`config.mk`:
```
export PLATFORM = sky130hd
export DESIGN_NAME = pipeline_ctrl
export DESIGN_NICKNAME = d
export VERILOG_FILES = /design/src/rtl/pipeline_ctrl.sv
export SDC_FILE = /design/constraint.sdc
export NUM_CORES = 1
export LEC_CHECK = 0
export ABC_CLOCK_PERIOD_IN_PS = 3700
export CAP_MARGIN = 20
export CORE_ASPECT_RATIO = 1.25
export CORE_MARGIN = 10
export CORE_UTILIZATION = 35
export CTS_CLUSTER_DIAMETER = 60
export CTS_CLUSTER_SIZE = 28
export DETAILED_ROUTE_END_ITERATION = 10
export SYNTH_ARGS = -nofsm -noshare
export SYNTH_HDL_FRONTEND = slang
export SYNTH_SLANG_ARGS = --single-unit
```
`constraint.sdc`:
```
create_clock -name CLK -period 3.7 [get_ports CLK]
set_input_delay 0.37 -clock CLK [delete_from_list [all_inputs] [get_ports CLK]]
set_output_delay 0.37 -clock CLK [all_outputs]
set_load 0.005 [all_outputs]
```
`src/rtl/pipeline_ctrl.sv`:
```
//==============================================================================
// Module      : pipeline_ctrl
// Description : Hazard / stall / flush / halt-drain control for a 5-stage pipe.
// Revision    : 1.0 - initial release
//==============================================================================
`default_nettype none

module pipeline_ctrl #(
   parameter int DRAIN_CYCLES = 3
) (
   input  logic        CLK,
   input  logic        RST,
   input  logic [4:0]  rs_id,
   input  logic [4:0]  rt_id,
   input  logic        uses_rt_id,
   input  logic [4:0]  rd_ex,
   input  logic        RWrEn_ex,
   input  logic        MemToReg_ex,
   input  logic        redirect_mem,
   input  logic        halt_id,
   input  logic        dmem_busy,
   output logic        PC_WEN,
   output logic        IFID_WEN,
   output logic        IDEX_WEN,
   output logic        EXMEM_WEN,
   output logic        MEMWB_WEN,
   output logic        IFID_flush,
   output logic        IDEX_flush,
   output logic        EXMEM_flush,
   output logic        halted,
   output logic [15:0] stall_count
);

   localparam int c_CNT_W = (DRAIN_CYCLES < 2) ? 1 : $clog2(DRAIN_CYCLES + 1);
   localparam logic [c_CNT_W-1:0] c_DRAIN_INIT = c_CNT_W'(DRAIN_CYCLES);
   localparam logic [c_CNT_W-1:0] c_CNT_ONE    = c_CNT_W'(1);

   typedef enum logic [1:0] {
      ST_RUN     = 2'd0,
      ST_MEMWAIT = 2'd1,
      ST_DRAIN   = 2'd2,
      ST_HALTED  = 2'd3
   } state_t;

   state_t               r_state;
   state_t               r_ret;
   logic [c_CNT_W-1:0]   r_drain_cnt;
   logic                 r_halted;
   logic [15:0]          r_stall_cnt;

   state_t               w_mode;
   state_t               w_next;
   state_t               w_next_ret;
   logic [c_CNT_W-1:0]   w_next_cnt;
   logic [4:0]           w_wen;     // {PC, IFID, IDEX, EXMEM, MEMWB}
   logic [2:0]           w_flush;   // {IFID, IDEX, EXMEM}
   logic                 w_load_use;
   logic                 w_stall_inc;

   assign w_load_use = MemToReg_ex & RWrEn_ex & (rd_ex != 5'd0) &
                       ((rd_ex == rs_id) | (uses_rt_id & (rd_ex == rt_id)));

   // Once memory completes, MEMWAIT behaves exactly like the state it interrupted.
   assign w_mode = (r_state == ST_MEMWAIT) ? r_ret : r_state;

   always_comb begin
      w_wen      = 5'b00000;
      w_flush    = 3'b000;
      w_next     = r_state;
      w_next_ret = r_ret;
      w_next_cnt = r_drain_cnt;
      if (r_state == ST_HALTED) begin
         w_wen = 5'b11111;
      end else if (dmem_busy) begin
         w_wen  = 5'b11111;
         w_next = ST_MEMWAIT;
         if (r_state != ST_MEMWAIT)
            w_next_ret = r_state;
      end else if (redirect_mem) begin
         // A halt being drained is on the wrong path; resume normal fetch.
         w_flush    = 3'b111;
         w_next     = ST_RUN;
         w_next_ret = ST_RUN;
         w_next_cnt = '0;
      end else if (w_mode == ST_DRAIN) begin
         w_wen   = 5'b11000;
         w_flush = 3'b010;
         if (r_drain_cnt <= c_CNT_ONE) begin
            w_next     = ST_HALTED;
            w_next_cnt = '0;
         end else begin
            w_next     = ST_DRAIN;
            w_next_cnt = r_drain_cnt - c_CNT_ONE;
         end
      end else if (w_load_use) begin
         w_wen   = 5'b11000;
         w_flush = 3'b010;
         w_next  = ST_RUN;
      end else if (halt_id) begin
         w_next     = ST_DRAIN;
         w_next_cnt = c_DRAIN_INIT;
      end else begin
         w_next = ST_RUN;
      end
   end

   assign w_stall_inc = w_wen[4] & ((r_state == ST_RUN) | (r_state == ST_MEMWAIT));

   always_ff @(negedge CLK or negedge RST) begin
      if (!RST) begin
         r_state     <= ST_RUN;
         r_ret       <= ST_RUN;
         r_drain_cnt <= '0;
         r_halted    <= 1'b0;
         r_stall_cnt <= 16'd0;
      end else begin
         r_state     <= w_next;
         r_ret       <= w_next_ret;
         r_drain_cnt <= w_next_cnt;
         r_halted    <= (w_next == ST_HALTED);
         if (w_stall_inc && (r_stall_cnt != 16'hFFFF))
            r_stall_cnt <= r_stall_cnt + 16'd1;
      end
   end

   // Reset forces every stage register to load with no bubbles.
   assign PC_WEN      = RST & w_wen[4];
   assign IFID_WEN    = RST & w_wen[3];
   assign IDEX_WEN    = RST & w_wen[2];
   assign EXMEM_WEN   = RST & w_wen[1];
   assign MEMWB_WEN   = RST & w_wen[0];
   assign IFID_flush  = RST & w_flush[2];
   assign IDEX_flush  = RST & w_flush[1];
   assign EXMEM_flush = RST & w_flush[0];
   assign halted      = r_halted;
   assign stall_count = r_stall_cnt;

endmodule

`default_nettype wire

```
# After elaboration in Yosys (flattened, before gate mapping)
# Cells that the tools add are included.
word_totals:
  regBits: 23
  inputBits: 23
  output_inout_bits: 25
  wordCells: 68
op_classes:
  add_sub_neg: 2
  order_cmp: 1
  eq_ne: 10
  muxes: 26
  bitwise: 17
  reduce_logical: 7
ops:
  columns: ["operator", "count"]
  rows:
  - ["two-way mux 2 bit", 17]
  - ["two-way mux 5 bit", 5]
  - ["adder 16 x 1 -> 16 bit (second input constant)", 1]
  - ["!= test 16 bit (second input constant)", 1]
  - ["AND 1 bit", 13]
  - ["== test 5 bit", 2]
  - ["two-way mux 3 bit", 3]
  - ["== test 2 bit (second input constant)", 3]
  - ["nonzero test 5 bit", 1]
  - ["!= test 2 x 1 -> 1 bit (second input constant)", 2]
  - ["AND reduction 4 bit", 1]
  - ["!= test 3 x 2 -> 1 bit (second input constant)", 1]
  - ["AND reduction 3 bit", 1]
  - ["nonzero test 3 bit", 1]
  - ["== test 2 x 1 -> 1 bit (second input constant)", 1]
  - ["<= comparator 2 x 1 -> 1 bit (second input constant)", 1]
  - ["zero test 2 bit", 1]
  - ["inverter 1 bit", 2]
  - ["OR 1 bit", 2]
  - ["nonzero test 2 bit", 1]
  - ["subtractor 2 x 1 -> 2 bit (second input constant)", 1]
  - ["logical AND 1 bit", 1]
  - ["two-way mux 1 bit", 1]

# Depth between registers and ports, before layout
depth:
  depth_word: 11
  depth_mapped: 8
  ltp_nobuf: 7

==> flow_summary.json <==
{
  "ys_types": 38,
  "worst_pin_slew_ps": 507.4,
  "cap_violations": 0,
  "synth_common_cells": "dfrtn_1, xor2_1, nand2_1",
  "grt_max_degree": 28,
  "diodes": 0,
  "drtPass1Iterations": 3,
  "wire_per_inst_microns": 16.80,
  "via_per_inst": 5.289,
  "worstPathMaxFanout": 4,
  "clk_latency_ps": 270,
  "synth_top_area_share_pct": 42.40,
  "final_core_util_pct": 58.27,
  "leakagePower_nw": 0.9972,
  "routed_wl_microns": 4183,
  "path_buf_inv": 2,
  "drcViolationCount": 0,
  "power.density_nw_per_um2": 513.3,
  "htree_levels": 1,
  "syn_area_per_cell_sq_um": 9.697,
  "hold_slack_ps": 440.1,
  "finalHoldViolations": 0,
  "cts_inserted_buffers": 3,
  "fin_skew_ps": 3.056,
  "crit_chain": "buf_4, nor2b_2, or2_4, o311a_1, buf_2",
  "worst_slack_ps": -132.7,
  "layout.cells.non_filler": 249,
  "start_kind": "flop",
  "num_vias": 1317,
  "crit_family": "flip-flops",
  "grt-ovfl-total": 0,
  "yosysSeqAreaShare_pct": 42.40,
  "io_buffer_count": 47,
  "hpwl_microns": 3028,
  "gp_congestion": 0.8720,
  "clock_sinks": 23,
  "outcome": "complete, but fails checks",
  "synth_edf_count": 0,
  "synth_most_common_cell": "dfrtn_1",
  "start_util_pct": 36.17,
  "area_delta_synth_final_pct": 61.11,
  "violations": "setup timing",
  "die_w_microns": 75.71,
  "ioPinCount": 48,
  "yosys.area.top_type": "dfrtn_1",
  "crit_path_top_delay_cell": "dfrtn_1",
  "drtIter0Drc": 80,
  "cp_slowest_stage_delay_ps": 490,
  "async_flop_share_pct": 100.0,
  "synthTopCellsByArea": "dfrtn_1, xor2_1, xnor2_1",
  "synth_ff_type": "dfrtn_1",
  "rsz0062_at_grt": "yes",
  "syn_nets": 164,
  "crit_required_ps": 3330,
  "cts_tree": "yes",
  "die_h_microns": 89.63,
  "ir_drop_mv": 0.3800,
  "synthCells": 140,
  "critPathArrivalTime_ps": 3460,
  "synth-seq-cells": 23,
  "ant_nets": 0,
  "hold_buffers": 0,
  "finalSetupViolCount": 3,
  "r2r_slack_ps": 1430,
  "final_net_count": 234,
  "antenna_found_initial": 0,
  "grt_pass1_wl_microns": 6989,
  "grt.total_usage_pct": 12.99,
  "hold_path.class": "reg -> reg",
  "core-area_sq_um": 3754,
  "grt_pass1_vias": 1434,
  "die_area_sq_um": 6785,
  "root_buffer": "clkbuf_8",
  "drive_gt1_share_pct": 32.54,
  "cts_max_path_buffers": 2,
  "yosysWarnings": 0,
  "cp-end-kind": "primary output",
  "worstSetupPathType": "reg -> out",
  "syn_area_sq_um": 1358,
  "dp_cells": 237,
  "rows": 25,
  "maxSlewViolCount": 0,
  "cts.clk_slew.worst_paths_ps": 50,
  "slew_headroom_pct": 66.08
}
## flip-flops by register name, indices dropped and copies added, names as in the netlist
name	count
halted	1
r_drain_cnt	2
r_ret	2
r_state	2
stall_count	16
## layer usage
layer / up-vias / part of all wire, % / track usage, % / wire (microns)
met5: - / 0 / 0 / 0
met4: 0 / 1.0 / 3.553 / 42
met3: 4 / 7.6 / 3.410 / 319
met2: 41 / 52 / 23.47 / 2166
met1: 644 / 40 / 14.47 / 1654
li1: 628 / - / - / -
## metrics by stage
stage | instance area [sq um] | setup slack [ps] | total power, mW | setup TNS [ps]
global route | 2187 | -207.0 | 1.214 | -501.1
floorplan | 1365 | -123.7 | 0.6388 | -226.1
global placement | 1961 | -610.1 | 0.8842 | -10600
finish | 2187 | -132.7 | 1.123 | -213.3
detailed placement | 1961 | -635.4 | 0.8955 | -11340
CTS | 2126 | -145.1 | 1.109 | -249.8
## final cells by class
| class | count | area, sq um |
|---|---|---|
| Clock buffer | 3 | 41.29 |
| Clock inverter | 1 | 5.005 |
| Multi-Input combinational cell | 105 | 879.6 |
| Timing Repair Buffer | 71 | 613.1 |
| Fill cell | 337 | 1567 |
| Inverter | 6 | 22.52 |
| Tap cell | 40 | 50.05 |
| Sequential cell | 23 | 575.6 |
## cell usage in the layout (no fill, tap or decap), drive strengths merged, types with 6 or more instances in the layout
cell           synthesis  routed
buf                    6      32
nand3                  7       7
o21ai                  7       7
dfrtn                 23      23
nor2                   9       9
inv                    6       6
nor4                   6       6
clkdlybuf4s50          0      22
xnor2                  6       6
nor3                   7       7
dlygate4sd2            0       6
clkbuf                 1       8
xor2                  19      19
nand2                 11      11
## report_power, final
part	switching, mW	internal (mW)	leakage [nW]
clock	0.0765	0.0749	0.0255
combinational	0.244	0.297	0.692
sequential	0.0928	0.338	0.279
total	0.413	0.710	0.997
## path summary, 6_finish.rpt
path / startpoint / end / cells after the start
setup reg to reg: stall_count[0] / stall_count[1] / 6
setup / recovery: r_state[0] / IDEX_flush / 5
hold reg to reg: r_ret[0] / r_ret[0] / 1
max in group asynchronous: RST / r_state[0] / 2
hold / removal: r_ret[0] / r_ret[0] / 1
min in group asynchronous: RST / stall_count[0] / 2
## cell families (layout without fill, tap and decap cells)
| logic type | Yosys count | in the layout | share of synthesized area, % |
|---|---|---|---|
| flops | 23 | 23 | 42.40 |
| xor+xnor | 25 | 25 | 16.13 |
| compound gates | 22 | 23 | 11.98 |
| simple gates | 55 | 55 | 22.21 |
| fa+ha+maj | 1 | 1 | 0.9215 |
| mux | 1 | 1 | 0.8294 |
| buf+inv | 13 | 81 | 5.530 |
## repair_timing
item | in CTS | in global routing
pin swaps | 21 | 14
gates cloned | 1 | 0
gates resized for setup | 71 | 29
setup endpoints to repair | 27 | 27
buffers inserted | 6 | 1
Note: power is estimated with default switching activity, not from simulation.
==> edit 1, RTL diff (same settings) <==
Make the reset (`RST`) synchronous in one clocked block.
--- a/src/rtl/pipeline_ctrl.sv
+++ b/src/rtl/pipeline_ctrl.sv
@@ -107,5 +107,5 @@
    assign w_stall_inc = w_wen[4] & ((r_state == ST_RUN) | (r_state == ST_MEMWAIT));
 
-   always_ff @(negedge CLK or negedge RST) begin
+   always_ff @(negedge CLK) begin
       if (!RST) begin
          r_state     <= ST_RUN;
Formal check against the unedited RTL: differs if RST is asserted again (counterexample within 4 cycles, from zero or initial values and one cycle with RST low); with RST held inactive, the same outputs for 10 cycles.
==> edit 1 against the original RTL <==
The run still ends with setup timing left. Design area is 9.5% higher. Wire length is 9.8% higher. Global-route usage is 0.35 points higher. Via count is 29% higher. Sequential cell count stayed put. Count of clock-buffer cells in the layout stayed put. Register-to-register slack worse by 0.21 ns. Final cell count is 32% higher. Non-clock buffer count is 16 higher. Synthesized area is 0.92% higher. Setup slack better by 0.12 ns.
Power is not compared: it rests on default switching activity, and its combinational part moved more than twofold at a synthesized area within 25%.
==> edit 1: results (changes against the original RTL) <==
** STA
- The number of setup violations in the final report came to 2 (was 3).
- The worst-case setup margin in the final layout was -0.0129 ns (was -0.133 ns).
- Skew final :: 0.0288 ns (was 0.00306 ns)
- The final sum of negative setup slack came to -0.0234 ns (was -0.213 ns).
- The normalized max-slew margin came to 64.5% (was 66.1%).

** Placement
- The number of cells after detailed placement is 280 (was 237).
- Worst slack after detailed placement :: -0.670 ns (was -0.635 ns)
- The placer congestion estimate is 0.845 (was 0.872).
- Placement-stage cell area :: 1970 sq um (was 1960 sq um)

** Synth
- Commonest cells in the synthesized netlist :: sky130_fd_sc_hd__dfxtp_1, sky130_fd_sc_hd__a21oi_1, sky130_fd_sc_hd__nand2_1, sky130_fd_sc_hd__nor2_1, sky130_fd_sc_hd__xnor2_1 (was sky130_fd_sc_hd__dfrtn_1, sky130_fd_sc_hd__xor2_1, sky130_fd_sc_hd__nand2_1, sky130_fd_sc_hd__nor2_1)
- The number of nets produced by synthesis was 197 (was 164).
- The share of synthesized registers carrying an async set or reset came to 0% (was 100%).
- Largest cells by area after synthesis :: sky130_fd_sc_hd__dfxtp_1, sky130_fd_sc_hd__xnor2_1, sky130_fd_sc_hd__a21oi_1 (was sky130_fd_sc_hd__dfrtn_1, sky130_fd_sc_hd__xor2_1, sky130_fd_sc_hd__xnor2_1)
- The mean area per synthesized cell is 7.92 sq um (was 9.70 sq um).
- The number of warning messages in the yosys log was 0 (unchanged).

** Global route
- Total Routing Usage GR :: 13.3% (was 13.0%)
- Number of global-route vias before repair :: 1818 (was 1434)
- The global routing usage on met2 was 22.8% (was 23.5%).
- Pin count of the biggest net entering global routing :: 26 (was 28)
- The met1 track utilization from global routing is 13.5% (was 14.5%).
- The met3 usage was 6.47% (was 3.41%).

** Routing
- The total iterations of the first detailed-routing run is 5 (was 3).
- The wire length reported by the detailed router came to 4600 microns (was 4180 microns).
- Detailed-routing wirelength on met1 :: 1760 microns (was 1650 microns)
- The wire length on met2 came to 2390 microns (was 2170 microns).
- Wire length on met3 :: 417 microns (was 319 microns)
- The via count normalized by instance count came to 5.16 (was 5.29).
- The number of DRC markers in iteration 0 is 89 (was 80).

** Run status
- Status: finished with violations (unchanged).
- Failing checks: setup timing (unchanged).

** Setup path
- The largest fanout on the critical path came to 3 (was 4).
- The worst-path cell with the longest stage delay was sky130_fd_sc_hd__dfxtp_2 (was sky130_fd_sc_hd__dfrtn_1).
- The maximum single-stage delay on the critical path came to 0.32 ns (was 0.49 ns).

** Finish
- The layout net count was 299 (was 234).
- The share of layout cells above drive strength 1 was 29.6% (was 32.5%).
- The fill cell instance count of the final layout came to 314 (was 337).

** Clock tree
- Clock insertion delay at the later pin of the skew report :: 0.36 ns (was 0.27 ns)
- The number of cells upsized or downsized after cts was 94 (was 71).
- The number of buffers between clock root and the deepest sink was 2 (unchanged).
- Post-CTS repair timing setup buffer count :: 19 (was 6)
[edit 1: cell families after synthesis]
family	Yosys count	share of synthesized area, %
compound gates	45	20.7
xor+xnor	11	7.03
fa+ha+maj	1	0.913
buf+inv	20	7.94
flops	23	33.6
mux	2	1.46
simple gates	71	28.3
[edit 1: worst paths after layout]
kind / start / endpoint / slack (ns) / depth (start not counted)
setup / recovery: r_state[1] / PC_WEN / -0.01 / 5
hold reg to reg: r_ret[0] / r_ret[0] / 0.46 / 2
hold / removal: r_ret[0] / r_ret[0] / 0.46 / 2
setup reg to reg: stall_count[0] / stall_count[9] / 1.22 / 10
[edit 1: final cells by class]
type	instances	area, sq um	share of cell area, %
clock buffers	3	41.3	1.72
clock inverters	24	95.1	3.97
inverters	7	26.3	1.10
multi-input cells	130	892	37.3
flip-flops and latches	23	463	19.3
well taps	54	67.6	2.82
repair buffers	87	810	33.8
[edit 1: power by group]
part	internal (mW)	switching, mW
Clock	0.110	0.156
Sequential	0.255	0.00543
Combinational	0.0865	0.0600
==> edit 2, RTL diff (same flow settings) <==
Made on the original files. `DRAIN_CYCLES`: 3 -> 5.
--- a/src/rtl/pipeline_ctrl.sv
+++ b/src/rtl/pipeline_ctrl.sv
@@ -7,5 +7,5 @@
 
 module pipeline_ctrl #(
-   parameter int DRAIN_CYCLES = 3
+   parameter int DRAIN_CYCLES = 5
 ) (
    input  logic        CLK,
Behaviour: not the same (Yosys sat finds a counterexample within 10 cycles, from zero or initial values and one cycle with RST low).
==> edit 2 against the original RTL <==
The run still ends with setup timing left. Wire length down 4.8%. Setup slack better by 0.11 ns. Sequential power shrank 17%. Synthesized area increased by 4.4%. Sequential cell count increased by 1. Design area down 0.51%. Core utilization down 1.7 points. Total power shrank 21%. Combinational power is 44% lower. Critical path type unchanged. Largest power group is now sequential cells.
==> edit 2: results (changes against the original RTL) <==
** Finish
- The layout net count came to 233 (was 234).
- Proportion of cell area occupied by registers :: 27.6% (was 26.3%)
- The multi-input gate share of total cell area was 38.0% (was 40.2%).
- Signal buffers share of area :: 27.2% (was 28.0%)
- The final-layout clock-cell area share is 3.28% (was 2.12%).

** Setup path
- FF-to-FF path depth :: 8 (was 6)
- The maximum single-stage delay on the critical path was 0.34 ns (was 0.49 ns).
- The critical path endpoint was PC_WEN (was IDEX_flush).
- Worst reg-to-reg setup slack :: 1.75 ns (was 1.43 ns)
- Maximum fanout encountered on the critical timing path :: 3 (was 4)

** Placement
- Half-perimeter wire length after placement :: 2970 microns (was 3030 microns)
- The placer congestion estimate is 0.806 (was 0.872).

** STA
- The worst-case setup margin in the final layout is -0.0205 ns (was -0.133 ns).
- Setup-failing EPs final :: 2 (was 3)
- The tightest hold margin is 0.431 ns (was 0.440 ns).

** Global route
- The met3 usage was 3.25% (was 3.41%).
- Met1 track demand over resource in global routing :: 12.4% (was 14.5%)
- Number of global-route vias before repair :: 1342 (was 1434)

** Run status
- Failing checks: setup timing (unchanged).
- Status: finished with violations (unchanged).

** Routing
- The met3 routed wirelength is 209 microns (was 319 microns).
- Total detailed-routing wirelength :: 3980 microns (was 4180 microns)
- Detailed-routing iteration count for the pre-antenna-repair pass :: 4 (was 3)

** Synth
- The count of state elements after synthesis was 24 (was 23).
- Post-synthesis cell type count :: 36 (was 38)
- Largest cells by area after synthesis :: sky130_fd_sc_hd__dfrtn_1, sky130_fd_sc_hd__xnor2_1, sky130_fd_sc_hd__nand4_1 (was sky130_fd_sc_hd__dfrtn_1, sky130_fd_sc_hd__xor2_1, sky130_fd_sc_hd__xnor2_1)

** Pwr
- Comb. pwr :: 0.303 mW (was 0.541 mW)

** Worst hold path
- Source of the worst hold timing path :: stall_count[10] (was r_ret[0])
- The worst min-delay path endpoint is stall_count[10] (was r_ret[0]).
edit 2: changes by cell type after synthesis, sizes merged, moves of 3 or more:
cell and change:
xor2 -18, xnor2 +17, nor3 -7, nand4 +6
nor4 -6, and3 +5, a31oi +4, nand3 -4
and2 +3, mux2i +3, or2 -3
edit 2: logic make-up (layout without fill, tap and decap cells):
kind of cell               count (synthesis)  after routing  synth area share, %
and+or+nand+nor                           49             49                 18.9
xor gates and xnor gates                  24             24                 14.8
DFF                                       24             24                 42.4
AOI/OAI and AO/OA                         23             24                 12.8
buffers and inverters                     12             77                 4.77
muxes                                      5              5                 3.71
adders and majority gates                  3              3                 2.65
edit 2: through the flow:
step                instance area [sq um]  TNS [ns]  total power [mW]  std cells  utilization (%)
global placement                     2030     -9.76             0.633        251             52.9
CTS                                  2140    -0.259             0.883        257             55.6
global route                         2180    -0.230             0.944        260             56.6
detailed placement                   2030    -10.84             0.643        251             52.9
finish                               2180   -0.0398             0.886        260             56.6
floorplan                            1420         0             0.483        140                -
